### config.mk
export PLATFORM = sky130hd
export DESIGN_NAME = aes_inv_round_tail
export DESIGN_NICKNAME = d
export VERILOG_FILES = /design/src/rtl/aes_pkg.sv /design/src/rtl/inv_mix_column.sv /design/src/rtl/aes_inv_round_tail.sv
export SDC_FILE = /design/constraint.sdc
export NUM_CORES = 1
export LEC_CHECK = 0
export BUFFER_PORTS_ARGS = -buffer_cell sky130_fd_sc_hd__buf_2
export CORE_MARGIN = 8
export CORE_UTILIZATION = 40
export CTS_CLUSTER_SIZE = 10
export DETAILED_ROUTE_END_ITERATION = 7
export PLACE_DENSITY = 0.74
export REMOVE_ABC_BUFFERS = 1
export SYNTH_ARGS = -nofsm -noshare
export SYNTH_HDL_FRONTEND = slang
export SYNTH_SLANG_ARGS = --single-unit
### constraint.sdc
create_clock -name clk -period 8.6 [get_ports clk]
set_clock_uncertainty 0.2 [all_clocks]
set_input_delay 0.86 -clock clk [delete_from_list [all_inputs] [get_ports clk]]
set_output_delay 0.86 -clock clk [all_outputs]
set_load 0.03 [all_outputs]
### src/rtl/aes_pkg.sv
// Shared AES definitions: block width, tail FSM states and GF(2^8) helpers
// used by the inverse-round tail (AddRoundKey followed by InvMixColumns).
package aes_pkg;

  localparam int AES_BLOCK_W = 128;
  localparam int AES_COL_W   = 32;

  typedef enum logic [1:0] {
    ST_IDLE = 2'd0,
    ST_MIX  = 2'd1,
    ST_DONE = 2'd2
  } inv_round_state_e;

  // Multiply by x (0x02) modulo the AES polynomial 0x11B
  function automatic logic [7:0] xtime(input logic [7:0] b);
    return {b[6:0], 1'b0} ^ (b[7] ? 8'h1b : 8'h00);
  endfunction

  function automatic logic [7:0] mul09(input logic [7:0] b);
    logic [7:0] x2, x4, x8;
    x2 = xtime(b);
    x4 = xtime(x2);
    x8 = xtime(x4);
    return x8 ^ b;
  endfunction

  function automatic logic [7:0] mul0b(input logic [7:0] b);
    logic [7:0] x2, x4, x8;
    x2 = xtime(b);
    x4 = xtime(x2);
    x8 = xtime(x4);
    return x8 ^ x2 ^ b;
  endfunction

  function automatic logic [7:0] mul0d(input logic [7:0] b);
    logic [7:0] x2, x4, x8;
    x2 = xtime(b);
    x4 = xtime(x2);
    x8 = xtime(x4);
    return x8 ^ x4 ^ b;
  endfunction

  function automatic logic [7:0] mul0e(input logic [7:0] b);
    logic [7:0] x2, x4, x8;
    x2 = xtime(b);
    x4 = xtime(x2);
    x8 = xtime(x4);
    return x8 ^ x4 ^ x2;
  endfunction

endpackage

### src/rtl/inv_mix_column.sv
// Combinational InvMixColumns on one 32-bit column; s0 is the top byte.
module inv_mix_column
  import aes_pkg::*;
(
  input  logic [AES_COL_W-1:0] i_col,
  output logic [AES_COL_W-1:0] o_col
);

  logic [7:0] w_s0, w_s1, w_s2, w_s3;

  assign w_s0 = i_col[31:24];
  assign w_s1 = i_col[23:16];
  assign w_s2 = i_col[15:8];
  assign w_s3 = i_col[7:0];

  // Coefficient row {0e,0b,0d,09}, rotated right by one for each output byte
  always_comb begin
    o_col[31:24] = mul0e(w_s0) ^ mul0b(w_s1) ^ mul0d(w_s2) ^ mul09(w_s3);
    o_col[23:16] = mul09(w_s0) ^ mul0e(w_s1) ^ mul0b(w_s2) ^ mul0d(w_s3);
    o_col[15:8]  = mul0d(w_s0) ^ mul09(w_s1) ^ mul0e(w_s2) ^ mul0b(w_s3);
    o_col[7:0]   = mul0b(w_s0) ^ mul0d(w_s1) ^ mul09(w_s2) ^ mul0e(w_s3);
  end

endmodule

### src/rtl/aes_inv_round_tail.sv
// Inverse-round tail: latches state^key, then runs InvMixColumns one column
// per cycle in place through a single shared column unit (skipped on the
// final round). Result is held until the consumer takes it.
module aes_inv_round_tail
  import aes_pkg::*;
(
  input  logic                   clk,
  input  logic                   rst,
  input  logic                   in_valid,
  output logic                   in_ready,
  input  logic [AES_BLOCK_W-1:0] in_state,
  input  logic [AES_BLOCK_W-1:0] in_key,
  input  logic                   in_last,
  output logic                   out_valid,
  input  logic                   out_ready,
  output logic [AES_BLOCK_W-1:0] out_state,
  output logic                   busy
);

  inv_round_state_e       r_fsm;
  logic [AES_BLOCK_W-1:0] r_state;
  logic [1:0]             r_col;
  logic                   r_last;

  logic [AES_COL_W-1:0]   w_col_in;
  logic [AES_COL_W-1:0]   w_col_out;

  // Select the column currently being mixed
  always_comb begin
    w_col_in = r_state[127:96];
    case (r_col)
      2'd0: w_col_in = r_state[127:96];
      2'd1: w_col_in = r_state[95:64];
      2'd2: w_col_in = r_state[63:32];
      2'd3: w_col_in = r_state[31:0];
      default: w_col_in = r_state[127:96];
    endcase
  end

  inv_mix_column u_inv_mix_column (
    .i_col (w_col_in),
    .o_col (w_col_out)
  );

  // Control FSM plus the in-place state register
  always_ff @(posedge clk or posedge rst) begin
    if (rst) begin
      r_fsm   <= ST_IDLE;
      r_state <= '0;
      r_col   <= 2'd0;
      r_last  <= 1'b0;
    end else begin
      case (r_fsm)
        ST_IDLE: begin
          if (in_valid) begin
            r_state <= in_state ^ in_key;
            r_last  <= in_last;
            r_col   <= 2'd0;
            r_fsm   <= in_last ? ST_DONE : ST_MIX;
          end
        end
        ST_MIX: begin
          if (r_last) begin
            // A final-round block never needs mixing
            r_fsm <= ST_DONE;
          end else begin
            case (r_col)
              2'd0: r_state[127:96] <= w_col_out;
              2'd1: r_state[95:64]  <= w_col_out;
              2'd2: r_state[63:32]  <= w_col_out;
              2'd3: r_state[31:0]   <= w_col_out;
              default: r_state[127:96] <= w_col_out;
            endcase
            if (r_col == 2'd3) begin
              r_col <= 2'd0;
              r_fsm <= ST_DONE;
            end else begin
              r_col <= r_col + 2'd1;
            end
          end
        end
        ST_DONE: begin
          if (out_ready) begin
            r_fsm <= ST_IDLE;
          end
        end
        default: r_fsm <= ST_IDLE;
      endcase
    end
  end

  // Handshake and status flags decode straight from the state register
  assign in_ready  = (r_fsm == ST_IDLE);
  assign out_valid = (r_fsm == ST_DONE);
  assign busy      = (r_fsm != ST_IDLE);
  assign out_state = r_state;

endmodule

==> results.md <==
- Status: finished, final reports clean
- Period Utilization, post-route: 59.0%
- Drt first pass iters: 8
- Final TNS setup: 0 ps
- Crit Path Class: flip-flop to flip-flop
- Crit-path max FO: 20
- RSZ-0062 raised after global routing: no
- Iteration-0 DRC Markers: 944
- Met2 usage: 43.7%
- Setup violations, final: 0
- Post-synthesis area per instance: ~8.6 µm²
- Site Rows: 60
- Initial antenna violation count: 0
- Final Max Slew Viols: 0
- Final worst setup slack: 3530 ps
- Vias per Instance: 5.50
- Worst skew pair latency: between 400 and 500 ps
- CTS buffer count: 17
- I/O Pins: 392
- Place WS: 3580 ps
- Hold path cells: 2
- Residual DRC count: 0
- Vias in the first global route: approximately 11,000
- Via count: 10,800
- Final core utilization: 50.9%
- GR met3 Demand/Resource: 6.05%
- Cts repair resizes: 0
- Mapped cell area: 11,000 µm²
- Dpl hpwl: 34.1 mm
- Clk slew on worst S/H paths: 60 ps
- DR WL/cell: between 20 and 25 µm
- Fin. Hold Viols: 0
- Worst path required time: 8750 ps
- Core area: 27,000 µm²
- Clock sinks: 133
- Final min period: approximately 5100 ps
- Flops & latches, synth: between 100 and 150
- Gpl congestion: between 0.9 and 1
- Clk buf depth: 2
- CTS tree: done
- Initial core utilization: around 41%
- # hold bufs at CTS: 0
- Overall Global Routing Usage: 25.7%
- Worst setup EP type: flip-flop
- Worst relative slew slack: under 10%
- First-pass GRT wire length: 65.9 mm
- Post-synth cell types: 41
- Routed Antenna Nets: 0
- Most common cell after layout, fill and taps aside: buf_2
- Grt ovf: 0
- Least-Margin Pin Slew: 1400 ps
- Die span in y: 182 µm
- I/O Buffers: just under 400
- Met1 usage: 32.3%
- Routed WL: between 40 and 50 mm
- Seq/Total Area, Yosys: 30.2%
- Clock root cell: clkbuf_16
- Critical path startpoint category: flip-flop
- Post-CTS setup buffers: 0
- Die area: 33,100 µm²
- Die span in x: roughly 180 µm
- Total Nets Final: roughly 1,900
- Max_cap viols: 0
- Most frequent cells in the layout: 391 x buf_2, 229 x xnor2_1, 142 x a21oi_1
- Synth-to-Final Area Change: 24.9%
- Global routing's busiest layer: met2
- WP data arrival: 5220 ps
- Layout cells sized above 1: 28.7%
- # diodes: 0
- Hold WC Path Type: flip-flop to flip-flop
- Largest net degree at the start of global routing: approximately 100
- Worst Reg-to-Reg Cells: 11
- Max Clk Rate: 197 MHz
- H-Tree Level Count: 4
- Syn Inst Count: 1,284
- Synthesis Warnings: 0
## sequential cells by signal, indices dropped and copies added, names as in the netlist
register	cells
out_state	128
r_col	2
r_fsm	2
r_last	1
## worst paths after layout
check,start,to,slack [ps]
setup / recovery,r_col[1],out_state[90],3530
hold / removal,out_state[65],out_state[65],300
setup reg to reg,r_col[1],out_state[90],3530
hold reg to reg,out_state[65],out_state[65],300
max in group asynchronous,rst,out_state[10],6660
min in group asynchronous,rst,out_state[24],350
## Yosys cell counts, drive strengths merged
cell | number | area, µm²
a21boi | 12 | 90.1
inv | 14 | 52.6
xnor3 | 13 | 293
a222oi | 26 | 260
nor2 | 120 | 450
a221oi | 2 | 17.5
o21ai | 72 | 360
dfrtp | 133 | 3330
or3 | 3 | 18.8
nand3b | 1 | 7.51
o31ai | 63 | 507
a22oi | 7 | 52.6
or2 | 1 | 6.26
a31oi | 2 | 12.5
nand2b | 2 | 12.5
xor2 | 138 | 1210
mux2 | 3 | 33.8
o22ai | 7 | 43.8
nor2b | 3 | 18.8
nand2 | 103 | 387
nor3 | 36 | 180
clkbuf | 66 | 248
a221o | 10 | 100
mux2i | 10 | 116
buf | 34 | 196
xnor2 | 230 | 2020
a21oi | 142 | 711
a21o | 9 | 67.6
a22o | 9 | 78.8
ha | 5 | 62.6
o21bai | 1 | 7.51
a2bb2oi | 6 | 52.6
nor3b | 1 | 7.51
## through the flow
stage	cell area (µm²)	cells	hold WS, ps
4_1_cts	13800	1969	303
2_1_floorplan	10600	1184	348
5_1_grt	13800	1969	319
3_5_place_dp	13100	1937	289
3_3_place_gp	13100	1937	282
6_report	13800	1969	303
## layer usage
metal | share of wire (%) | vias to the layer above
li1 | - | 5091
met5 | 0 | -
met3 | 8.4 | 49
met1 | 41 | 5149
met4 | 1.7 | 0
met2 | 49 | 538
## cell type report
| class | instances | area, µm² |
|---|---|---|
| fill | 2628 | 13300 |
| multi-input combinational | 1037 | 7210 |
| sequential | 133 | 3330 |
| timing repair buffer | 412 | 2110 |
| clock buffer | 18 | 439 |
| tap | 341 | 427 |
| clock inverter | 14 | 175 |
| inverter | 14 | 57.6 |
## worst max-delay path: stages, from the launching register on
cell	delay, ps
dfrtp_1	420
inv_1	110
ha_2	350
buf_4	300
a222oi_1	1180
xor2_1	150
a21oi_1	690
xnor3_1	580
xnor3_1	430
xnor2_1	270
nor2_1	110
o21ai_0	210
## logic make-up after synthesis
group	count (synthesis)	share of synthesized area, %
AOI/OAI and AO/OA	368	21.4
adders and majority gates	5	0.568
and+or+nand+nor	270	9.89
muxes	13	1.36
DFF	133	30.2
xor gates and xnor gates	381	32.0
buffers and inverters	114	4.51
Power is left out: the tool's default activity adds up to more than one toggle a clock period on the data nets, which glitch-free logic cannot reach.
